### src/rtl/reg_file_bp_defs.vh
`ifndef REG_FILE_BP_DEFS_VH
`define REG_FILE_BP_DEFS_VH

`define RF_ST_CLEAR 1'b0
`define RF_ST_RUN   1'b1
`define RF_REG_NUM(aw) (1 << (aw))

`endif

### src/rtl/reg_file_bp_pkg.sv
// Shared types for the bypassing register file.
`include "reg_file_bp_defs.vh"

package reg_file_bp_pkg;

    typedef enum logic {
        ST_CLEAR = `RF_ST_CLEAR,
        ST_RUN   = `RF_ST_RUN
    } rf_state_e;

    function automatic int reg_num(input int addr_width);
        return `RF_REG_NUM(addr_width);
    endfunction

endpackage

### src/rtl/rf_byte_merge.sv
// Byte-strobed merge of new data over old data.
// Latency: combinational. Backpressure: none.
// Bytes with a clear strobe keep the old value.
module rf_byte_merge #(
    parameter int DATA_WIDTH = 32
) (
    input  logic [DATA_WIDTH-1:0]   old_dat,
    input  logic [DATA_WIDTH-1:0]   new_dat,
    input  logic [DATA_WIDTH/8-1:0] strb,
    output logic [DATA_WIDTH-1:0]   merged_dat
);

    always_comb begin
        merged_dat = old_dat;
        for (int i = 0; i < DATA_WIDTH/8; i++) begin
            if (strb[i]) begin
                merged_dat[8*i +: 8] = new_dat[8*i +: 8];
            end
        end
    end

endmodule

### src/rtl/reg_file_bp.sv
// Multi-port register file with byte strobes, optional write-to-read bypass and post-reset clear.
// Latency: reads combinational, writes visible next cycle (same cycle with BYPASS=1).
// Backpressure: ready low for REG_NUM cycles after reset; writes then are dropped and flagged.
`include "reg_file_bp_defs.vh"

module reg_file_bp
    import reg_file_bp_pkg::*;
#(
    parameter int DATA_WIDTH = 32,
    parameter int ADDR_WIDTH = 5,
    parameter int NUM_RD     = 2,
    parameter int BYPASS     = 1,
    parameter int ZERO_REG   = 1
) (
    input  logic                         clk,
    input  logic                         rst_n,
    input  logic [ADDR_WIDTH-1:0]        waddr,
    input  logic                         wen,
    input  logic [DATA_WIDTH/8-1:0]      wstrb,
    input  logic [DATA_WIDTH-1:0]        wdata,
    input  logic [NUM_RD*ADDR_WIDTH-1:0] raddr,
    output logic [NUM_RD*DATA_WIDTH-1:0] rdata,
    output logic                         ready,
    output logic                         wr_drop
);

    localparam int REG_NUM = `RF_REG_NUM(ADDR_WIDTH);
    localparam logic [ADDR_WIDTH-1:0] CLR_LAST = ADDR_WIDTH'(REG_NUM - 1);

    rf_state_e             state;
    logic [ADDR_WIDTH-1:0] clr_ptr;
    logic [DATA_WIDTH-1:0] rf [REG_NUM];
    logic [DATA_WIDTH-1:0] wr_merged;
    logic                  wr_zero_addr;
    logic                  wr_commit;

    always_ff @(posedge clk) begin
        if (!rst_n) begin
            state   <= ST_CLEAR;
            clr_ptr <= '0;
            ready   <= 1'b0;
            wr_drop <= 1'b0;
        end else begin
            case (state)
                ST_CLEAR: begin
                    clr_ptr <= clr_ptr + 1'b1;
                    if (wen) begin
                        wr_drop <= 1'b1;
                    end
                    if (clr_ptr == CLR_LAST) begin
                        state <= ST_RUN;
                        ready <= 1'b1;
                    end
                end
                ST_RUN: begin
                    state <= ST_RUN;
                end
                default: begin
                    state <= ST_CLEAR;
                    ready <= 1'b0;
                end
            endcase
        end
    end

    rf_byte_merge #(.DATA_WIDTH(DATA_WIDTH)) u_wr_merge (
        .old_dat    (rf[waddr]),
        .new_dat    (wdata),
        .strb       (wstrb),
        .merged_dat (wr_merged)
    );

    assign wr_zero_addr = (ZERO_REG != 0) && (waddr == '0);
    assign wr_commit    = (state == ST_RUN) && wen && !wr_zero_addr;

    // Data array is zeroed by the clear walk, not by reset.
    always_ff @(posedge clk) begin
        if (rst_n) begin
            if (state == ST_CLEAR) begin
                rf[clr_ptr] <= '0;
            end else if (wr_commit) begin
                rf[waddr] <= wr_merged;
            end
        end
    end

    for (genvar k = 0; k < NUM_RD; k++) begin : g_rd
        logic [ADDR_WIDTH-1:0] ra;
        logic [DATA_WIDTH-1:0] old_dat;
        logic [DATA_WIDTH-1:0] fwd_dat;
        logic                  is_zero;
        logic                  hit;

        assign ra      = raddr[k*ADDR_WIDTH +: ADDR_WIDTH];
        assign old_dat = rf[ra];

        rf_byte_merge #(.DATA_WIDTH(DATA_WIDTH)) u_fwd_merge (
            .old_dat    (old_dat),
            .new_dat    (wdata),
            .strb       (wstrb),
            .merged_dat (fwd_dat)
        );

        assign is_zero = (ZERO_REG != 0) && (ra == '0);
        assign hit     = (BYPASS != 0) && wen && (waddr == ra);

        assign rdata[k*DATA_WIDTH +: DATA_WIDTH] =
            (!ready || is_zero) ? '0 : (hit ? fwd_dat : old_dat);
    end

endmodule

### config.mk
export PLATFORM = sky130hd
export DESIGN_NAME = reg_file_bp
export DESIGN_NICKNAME = d
export VERILOG_FILES = /design/src/rtl/reg_file_bp_pkg.sv /design/src/rtl/rf_byte_merge.sv /design/src/rtl/reg_file_bp.sv
export VERILOG_INCLUDE_DIRS = /design/src /design/src/rtl
export SDC_FILE = /design/constraint.sdc
export NUM_CORES = 1
export LEC_CHECK = 0
export BUFFER_PORTS_ARGS = -buffer_cell sky130_fd_sc_hd__buf_2
export CAP_MARGIN = 15
export CORE_MARGIN = 5
export CORE_UTILIZATION = 58
export CTS_BUF_LIST = sky130_fd_sc_hd__clkbuf_4
export DETAILED_ROUTE_END_ITERATION = 8
export PLACE_DENSITY = 0.75
export SYNTH_ARGS = -nofsm -noshare
export SYNTH_HDL_FRONTEND = slang
export SYNTH_SLANG_ARGS = --single-unit
export TNS_END_PERCENT = 100
### constraint.sdc
create_clock -name clk -period 3.4 [get_ports clk]
set_input_delay 0.51 -clock clk [delete_from_list [all_inputs] [get_ports clk]]
set_output_delay 0.51 -clock clk [all_outputs]
set_load 0.01 [all_outputs]
; ---- Word-level counts from Yosys, hierarchy flattened
; Memories as Yosys holds them, arrays and structs flattened.
; Index checks and enable logic that the tools add are counted.
; W data, S select, Z words.
[word_totals]
memories = 1
regBits = 8
ram_bits = 1024
out_inout_bits = 66
inputBits = 54
wordCells = 60
[op_classes]
n_reduce_logical = 18
n_eq_ne = 7
mux = 28
bitwise_logic = 1
n_addsub = 1
[memory_table]
columns = name, words, width, read_ports, rd_clocked_by_memory_dff, write_ports, line_no
row1 = rf, 32, 32, 2, 0, 1, reg_file_bp.sv:32  ; logic [DATA_WIDTH-1:0] rf [REG_NUM];
[op_table]
columns = op, n
row1 = $mux W32, 5
row2 = $mux W8, 12
row3 = $reduce_or A32 Y1, 1
row4 = $logic_not A5 Y1, 3
row5 = $reduce_and A2 Y1, 6
row6 = $eq A5 B5 Y1, 2
row7 = $mux W1, 8
row8 = $add A5 B1 Y5 const B, 1
row9 = $eq A5 B5 Y1 const B, 1
row10 = $mux W5, 1
row11 = $logic_and A1 B1 Y1, 4
row12 = $mux W4, 1
row13 = $ne A1 B1 Y1 const B, 4
row14 = $logic_not A1 Y1, 2
row15 = $logic_or A1 B1 Y1, 2
row16 = $pmux W1 S2, 1
row17 = $not A1 Y1, 1

; ---- Depth between registers and ports, before layout
; Gate-level depths: netlist of run 1.
[logic_depth]
word_depth = 10
depth_mapped = 10

; ---- By module
; Synthesis of run 1 repeated with hierarchy kept, for this count alone.
[hier_totals]
cells_unflattened = 4153
area_unflattened_um2 = 59454.5
[by_module_without_submodules]
columns = mod, cells_per_inst, instances, area_each_um2
row1 = reg_file_bp, 4045, 1, 57878.0
row2 = rf_byte_merge, 36, 3, 525.5

; ---- Least setup slack after synthesis of run 1
; No wires, ideal clock.
[synth_path]
kind = input to output
startpoint = input raddr[1]
endpoint = output rdata[17]
path_slack_ps = 641
t_arrival_ps = 2249
cell_stages = 8
path_cell_list = buf_2 buf_2 buf_2 clkbuf_1 mux4_2 mux2_2 o211ai_1 nand3_1
[synth_between]
elab_chain_cells = 4
[synth_lines]
columns = element, line_no
row1 = from (decl), reg_file_bp.sv:21  ; input logic [NUM_RD*ADDR_WIDTH-1:0] raddr,
row2 = $mem_v2 Z32 W32 / $eq A5 B5 Y1 (equally long branches), n/a
row3 = $mux W8 / $logic_and A1 B1 Y1 (equally long branches), "rf_byte_merge.sv:16, reg_file_bp.sv:105"
row4 = $mux W32, reg_file_bp.sv:108  ; (!ready || is_zero) ? '0 : (hit ? fwd_dat : old_dat);
row5 = $mux W32 *, reg_file_bp.sv:108
row6 = to (decl), reg_file_bp.sv:22  ; output logic [NUM_RD*DATA_WIDTH-1:0] rdata,
; Mark *: on every way between the ends. The rest lies on a longest branch, timed or not.

==> flow_summary.toml, run 1 <==
[status]
status = "finished with violations"
violations = "setup timing"

[cts]
htreeDepth = 5
numClockSinks = 1032
clk_pin_slew_worst_paths_ns = 0.07
cts_buffer_depth = 4
cts-root-buf = "clkbuf_4"
clock_latency_ns = 1.14
numCtsBuffers = 283
cts_tree = "done"

[synth]
synth_top_area_share_pct = 62.2
avgSynthCellArea_um2 = 17.6
syn_inst = 2815
yosys_most_used_dff = "edfxtp_1"
synthesis.area_um2 = 49500
syn_nets = 2871
ys_ff_latch = 1032
seq_area_frac_synth_pct = 62.5
yosysTopAreaCell = "edfxtp_1"
async_flop_share_pct = 0
synth_cell_types = 61
ys_warn_count = 0
synth_edf_count = 1024
synthTopCellsByArea = "edfxtp_1 62%, mux4_2 21%, mux2i_1 2.5%, nand2_1 1.9%, mux2_2 1.1%"

[detailed_routing]
via_per_inst = 6.94
drt_iter0_drc = 4517
vias = 32400
postRouteAntennaNets = 0
post_drt_wl_per_cell_um = 30.9
wirelength_um = 145000
dr.pass1.iters = 7
drc = 0

[worst_setup_path]
crit_fanout = 2
worstReg2RegStart = "state"
crit_type = "flop to output port"
cp-end-kind = "output port"
crit_required_ns = 2.89
crit_path_start = "rf[7][30]"
worstSetupStartpointType = "flop"
cp.arrival_ns = 3.14

[floorplanning]
dieArea_um2 = 91200
floorplan.initialDensity_pct = 58.3
row_count = 107
coreArea_um2 = 84900
fp.dieW_um = 302
die_height_um = 302
io_pins = 120

[timing]
clock.fmax_ghz = 0.274
fin_skew_ns = 0.0622
rsz0062_at_grt = "true"
min_period_ns = 3.65
setup_slack_ns = -0.252
timing.final.setup_violations = 33
whs_ns = 0.121
tightest_slew_ns = 1.18
drv_slew = 0
hold_viol = 0
max-slew-margin-rel_pct = 20.8
post-route-period-util_pct = 107

[pwr]
power_density_nw_per_um2 = 457
power.leakage_nw = 19.9
max-vdd-ir-drop_v = 0.000337

[grt]
grt_pass1_wl_um = 213000
overflow = 0
antenna_found_initial = 7
grt_max_degree = 70
grtUsageTotal_pct = 31.9
grt_pass1_vias = 33500

[place]
port_buffers = 119
dpl.hpwl_um = 95900
place.gp.congestion = 0.988
placed_area_um2 = 53200
dp_slack_ns = -0.208

[layout]
stdcell_area_um2 = 58100
drive_gt1_share_pct = 43.5
area_growth_pct = 17.4
fin_nets = 3409

[worst_hold_path]
min_from = "wdata[7]"
hp-class = "input port to flop"

[job]
maxCapViolCount = 0
[synthesized netlist by cell type, types with 3 or more instances]
master,instances
nor4_2,6
a21o_1,4
nor4_1,6
a31oi_2,7
edfxtp_1,1024
mux4_2,459
o22ai_1,29
o21ai_0,25
a211oi_1,53
a22o_1,6
inv_1,8
o21a_1,3
and2_1,48
nor2_1,137
nand2b_1,8
a31oi_1,10
nor2b_1,20
nor3_1,4
buf_2,67
xnor2_1,13
mux2i_1,123
clkbuf_1,95
buf_4,18
dfxtp_1,8
mux2_2,49
a21oi_1,27
nand3_1,80
o21ai_1,5
nand2_1,254
buf_1,19
mux4_1,6
o211ai_1,50
a32o_1,30
a221oi_1,3
buf_6,7
a211o_1,6
and3_1,3
a22oi_1,64
[flip-flops by register name (all words and copies together) (netlist names)]
register and count:
ready 1, clr_ptr 5, state 1, rf 1024, wr_drop 1
[stage by stage]
stage / TNS [ns] / utilization, % / std cells / total power, mW
floorplan: 0 / - / 2815 / 15.4
global placement: -10.06 / 62.6 / 4147 / 16.0
detailed placement: -44.15 / 62.6 / 4148 / 16.1
CTS: -5.19 / 68.1 / 4661 / 26.6
global route: -7.04 / 68.4 / 4676 / 27.5
finish: -2.62 / 68.4 / 4678 / 26.5
[where the power goes]
| group | internal, mW | total (mW) | switching [mW] |
|---|---|---|---|
| logic | 0.899 | 2.07 | 1.17 |
| clock network | 5.56 | 10.6 | 5.00 |
| registers | 13.9 | 13.9 | 0.0434 |
[critical path, cell delays in order (launching register included)]
cell      delay [ns]
edfxtp_1        0.38
mux4_2          0.47
mux4_2          0.45
or2_0           0.22
a32o_2          0.31
buf_6           0.14
[cell families (layout without fill, tap and decap cells)]
kind of cell / count (synthesis) / in the layout / synth area share, %
AO/OA/AOI/OAI: 332 / 332 / 4.98
XOR/XNOR: 13 / 13 / 0.230
adder cells (fa/ha/maj): 2 / 2 / 0.0506
buffers and inverters: 219 / 929 / 2.17
flip-flops: 1032 / 1032 / 62.5
multiplexers: 637 / 637 / 24.8
other: 0 / 9 / 0
AND/OR/NAND/NOR: 580 / 580 / 5.26
[routing by layer]
metal	GRT usage [%]	up-vias	wire, um
met5	0	-	13
met2	50.4	2594	70000
met4	17.9	2	8340
met1	41.7	16300	49000
met3	7.46	513	17300
li1	-	13000	-
[worst paths after layout]
check                            endpoint  slack [ns]  cells after the start
worst min register to register    wr_drop        0.51                      1
worst max-delay path            rdata[62]       -0.25                      5
worst min-delay path             rf[2][7]        0.12                      3
worst max register to register  rf[14][5]        0.01                      6
[timing repair]
item | 4_1_cts | 5_1_grt
hold endpoints to repair | 529 | 0
pin swaps | 97 | 33
setup buffers | 23 | 12
hold buffers | 33 | 0
resized for setup | 172 | 50
setup endpoints to repair | 64 | 78
[area by class of cell]
| class | count | area (um^2) |
|---|---|---|
| inverter | 8 | 30.0 |
| tap | 1144 | 1430 |
| multi-input combinational | 1564 | 18400 |
| timing repair buffer | 464 | 3980 |
| clock inverter | 68 | 370 |
| fill | 5468 | 26800 |
| sequential | 1032 | 30900 |
| antenna | 9 | 22.5 |
| clock buffer | 389 | 2920 |
[cell usage in the layout, fill, tap and decap left out, types with 38 or more instances in the layout]
| cell type | netlist | layout |
|---|---|---|
| nand2_1 | 254 | 237 |
| mux4_2 | 459 | 462 |
| nand3_1 | 80 | 66 |
| edfxtp_1 | 1024 | 1024 |
| clkbuf_4 | 0 | 389 |
| buf_12 | 2 | 42 |
| nor2_1 | 137 | 133 |
| buf_2 | 67 | 94 |
| and2_1 | 48 | 42 |
| mux2i_1 | 123 | 119 |
| mux2_2 | 49 | 38 |
| clkinv_1 | 0 | 50 |
| buf_4 | 18 | 266 |
| o211ai_1 | 50 | 50 |
Power figures use the tool's default switching activity.
==> inputs of run 2 (changes only) <==
CORE_UTILIZATION = 35   (was 58)
CTS_CLUSTER_SIZE = 28   (was unset)
PLACE_DENSITY = unset   (was 0.75)
RECOVER_POWER = 50   (was unset)
==> run 2 against run 1 <==
Compared with the run above: the flow finishes with violations (capacitance limit, slew limit, setup timing); register-to-register slack worse by 0.36 ns; cell count up 17%; clock power hardly changed; maximum frequency is 2.7% lower; final area is 2.2% higher; clock skew rose by 0.052 ns; worst hold slack gained 0.13 ns; first-iteration DRC count is 24% lower; worst setup slack lost 0.10 ns; routed wire length grew 6.4%; global-route usage decreased by 12 points.
==> flow_summary.toml, run 2 (synthesis results as in run 1) <==
[timing]
tns_ns = -30.64
drv_slew = 33
max-slew-margin-rel_pct = -1.15
setup_slack_ns = -0.353
rsz0062_at_grt = "true"
clock.fmax_ghz = 0.266
whs_ns = 0.252
post-route-period-util_pct = 110
hold_viol = 0
min_period_ns = 3.75
timing.final.setup_violations = 332
tightest_slew_ns = 1.52
fin_skew_ns = 0.114

[grt]
grt_pass1_vias = 32200
antenna_found_initial = 16
grtUsageTotal_pct = 20.4
grt_pass1_wl_um = 220000
grt_max_degree = 87
overflow = 0

[status]
violations = "capacitance limit, slew limit, setup timing"
status = "finished with violations"

[detailed_routing]
vias = 31500
highest_layer = "met5"
via_per_inst = 5.77
dr.pass1.iters = 6
wl_met1_um = 62000
post_drt_wl_per_cell_um = 28.2
postRouteAntennaNets = 0
drc = 0
wl_met3_um = 15200
dr_wl_met2_um = 72000
wirelength_um = 154000
drt_iter0_drc = 3420

[worst_setup_path]
crit_fanout = 2
crit_type = "flop to output port"
regToRegEndpoint = "rf[20][10]"
crit_path_start = "rf[17][15]"
cp-end-kind = "output port"
rr_worst_depth = 6
worstReg2RegStart = "state"
cp.arrival_ns = 3.24
worstSetupStartpointType = "flop"
crit_required_ns = 2.89
rrSetupSlack_ns = -0.35
endpoint = "rdata[47]"

[layout]
mostFrequentLayoutCells = "1024 x edfxtp_1, 462 x mux4_2, 399 x clkbuf_4"
area_growth_pct = 20.0
fillers = 12700
fin_nets = 3444
final_common_cell = "edfxtp_1"
regMostFlops = "rf"
reg_top3 = "rf: 1024 flops, clr_ptr: 5 flops"
stdcell_area_um2 = 59400
instances_no_fill = 5461
largest_reg_flops = 1024
drive_gt1_share_pct = 44.3

[place]
dp_slack_ns = -0.00102
dpl.hpwl_um = 102000
place_inst = 4939
placed_area_um2 = 54600
port_buffers = 119
place.gp.congestion = 0.875

[cts]
clk_pin_slew_worst_paths_ns = 0.06
cts_buffer_depth = 4
htreeDepth = 5
cts_tree = "done"
numClockSinks = 1032
numCtsBuffers = 290
cts-root-buf = "clkbuf_4"
clock_latency_ns = 1.23

[floorplanning]
die_height_um = 386
floorplan.initialDensity_pct = 35.1
dieArea_um2 = 149000
coreArea_um2 = 141000
fp.dieW_um = 386
row_count = 138
io_pins = 120

[job]
maxCapViolCount = 1

[pwr]
max-vdd-ir-drop_v = 0.000309
power.leakage_nw = 20.1
power_density_nw_per_um2 = 448

[worst_hold_path]
hp-class = "input port to flop"
run 2: changes by cell type in the layout (fill, tap and decap cells not counted), moves of 17 or more:
cell and change:
clkbuf_1 +31, clkbuf_2 +20, buf_2 -17, and2_0 +26, buf_4 -32, and2_1 -26
run 2: cell type report:
class	instances	area, um^2	area share, %
clock buffers	399	3000	5.05
well taps	1890	2360	3.98
flip-flops and latches	1032	30900	52.1
repair buffers	492	4230	7.13
diodes	11	27.5	0.0464
inverters	8	30.0	0.0506
clock inverters	65	289	0.487
multi-input cells	1564	18500	31.2
run 2: metrics by stage:
step / power (mW) / util, %
3_3_place_gp: 16.1 / 38.7
4_1_cts: 26.8 / 42.1
5_1_grt: 27.6 / 42.1
6_report: 26.6 / 42.1
2_1_floorplan: 15.4 / -
3_5_place_dp: 16.1 / 38.7
run 2: routing by layer:
metal / global-route usage [%] / up-vias
met5: 0 / -
met4: 7.25 / 14
met3: 5.41 / 283
met2: 31.5 / 1642
met1: 28.0 / 16500
li1: - / 13100
run 2: where the power goes:
| part | switching, mW | internal [mW] | total (mW) |
|---|---|---|---|
| sequential | 0.0399 | 13.9 | 13.9 |
| clock | 5.13 | 5.45 | 10.6 |
| combinational | 1.20 | 0.922 | 2.12 |
run 2: critical path: stages (launching register included):
cell,delay [ns]
edfxtp_1,0.43
mux4_2,0.49
mux4_2,0.51
nand2_4,0.15
o21ai_2,0.08
a22o_1,0.22
buf_2,0.15
run 2: worst min path at each step:
stage             start          to  depth (start not counted)
6_report       waddr[4]    rf[6][7]                          5
3_5_place_dp    wr_drop     wr_drop                          1
4_1_cts        waddr[3]  rf[17][15]                          5
5_1_grt        wstrb[1]  rf[22][15]                          4
3_3_place_gp    wr_drop     wr_drop                          1
2_1_floorplan   wr_drop     wr_drop                          1
run 2: timing repair:
item,in CTS,in global routing
endpoints found under the hold margin,990,0
setup buffers,10,5
gates resized for setup,247,30
setup endpoints to repair,64,64
pin swaps,163,40
hold buffers,35,0
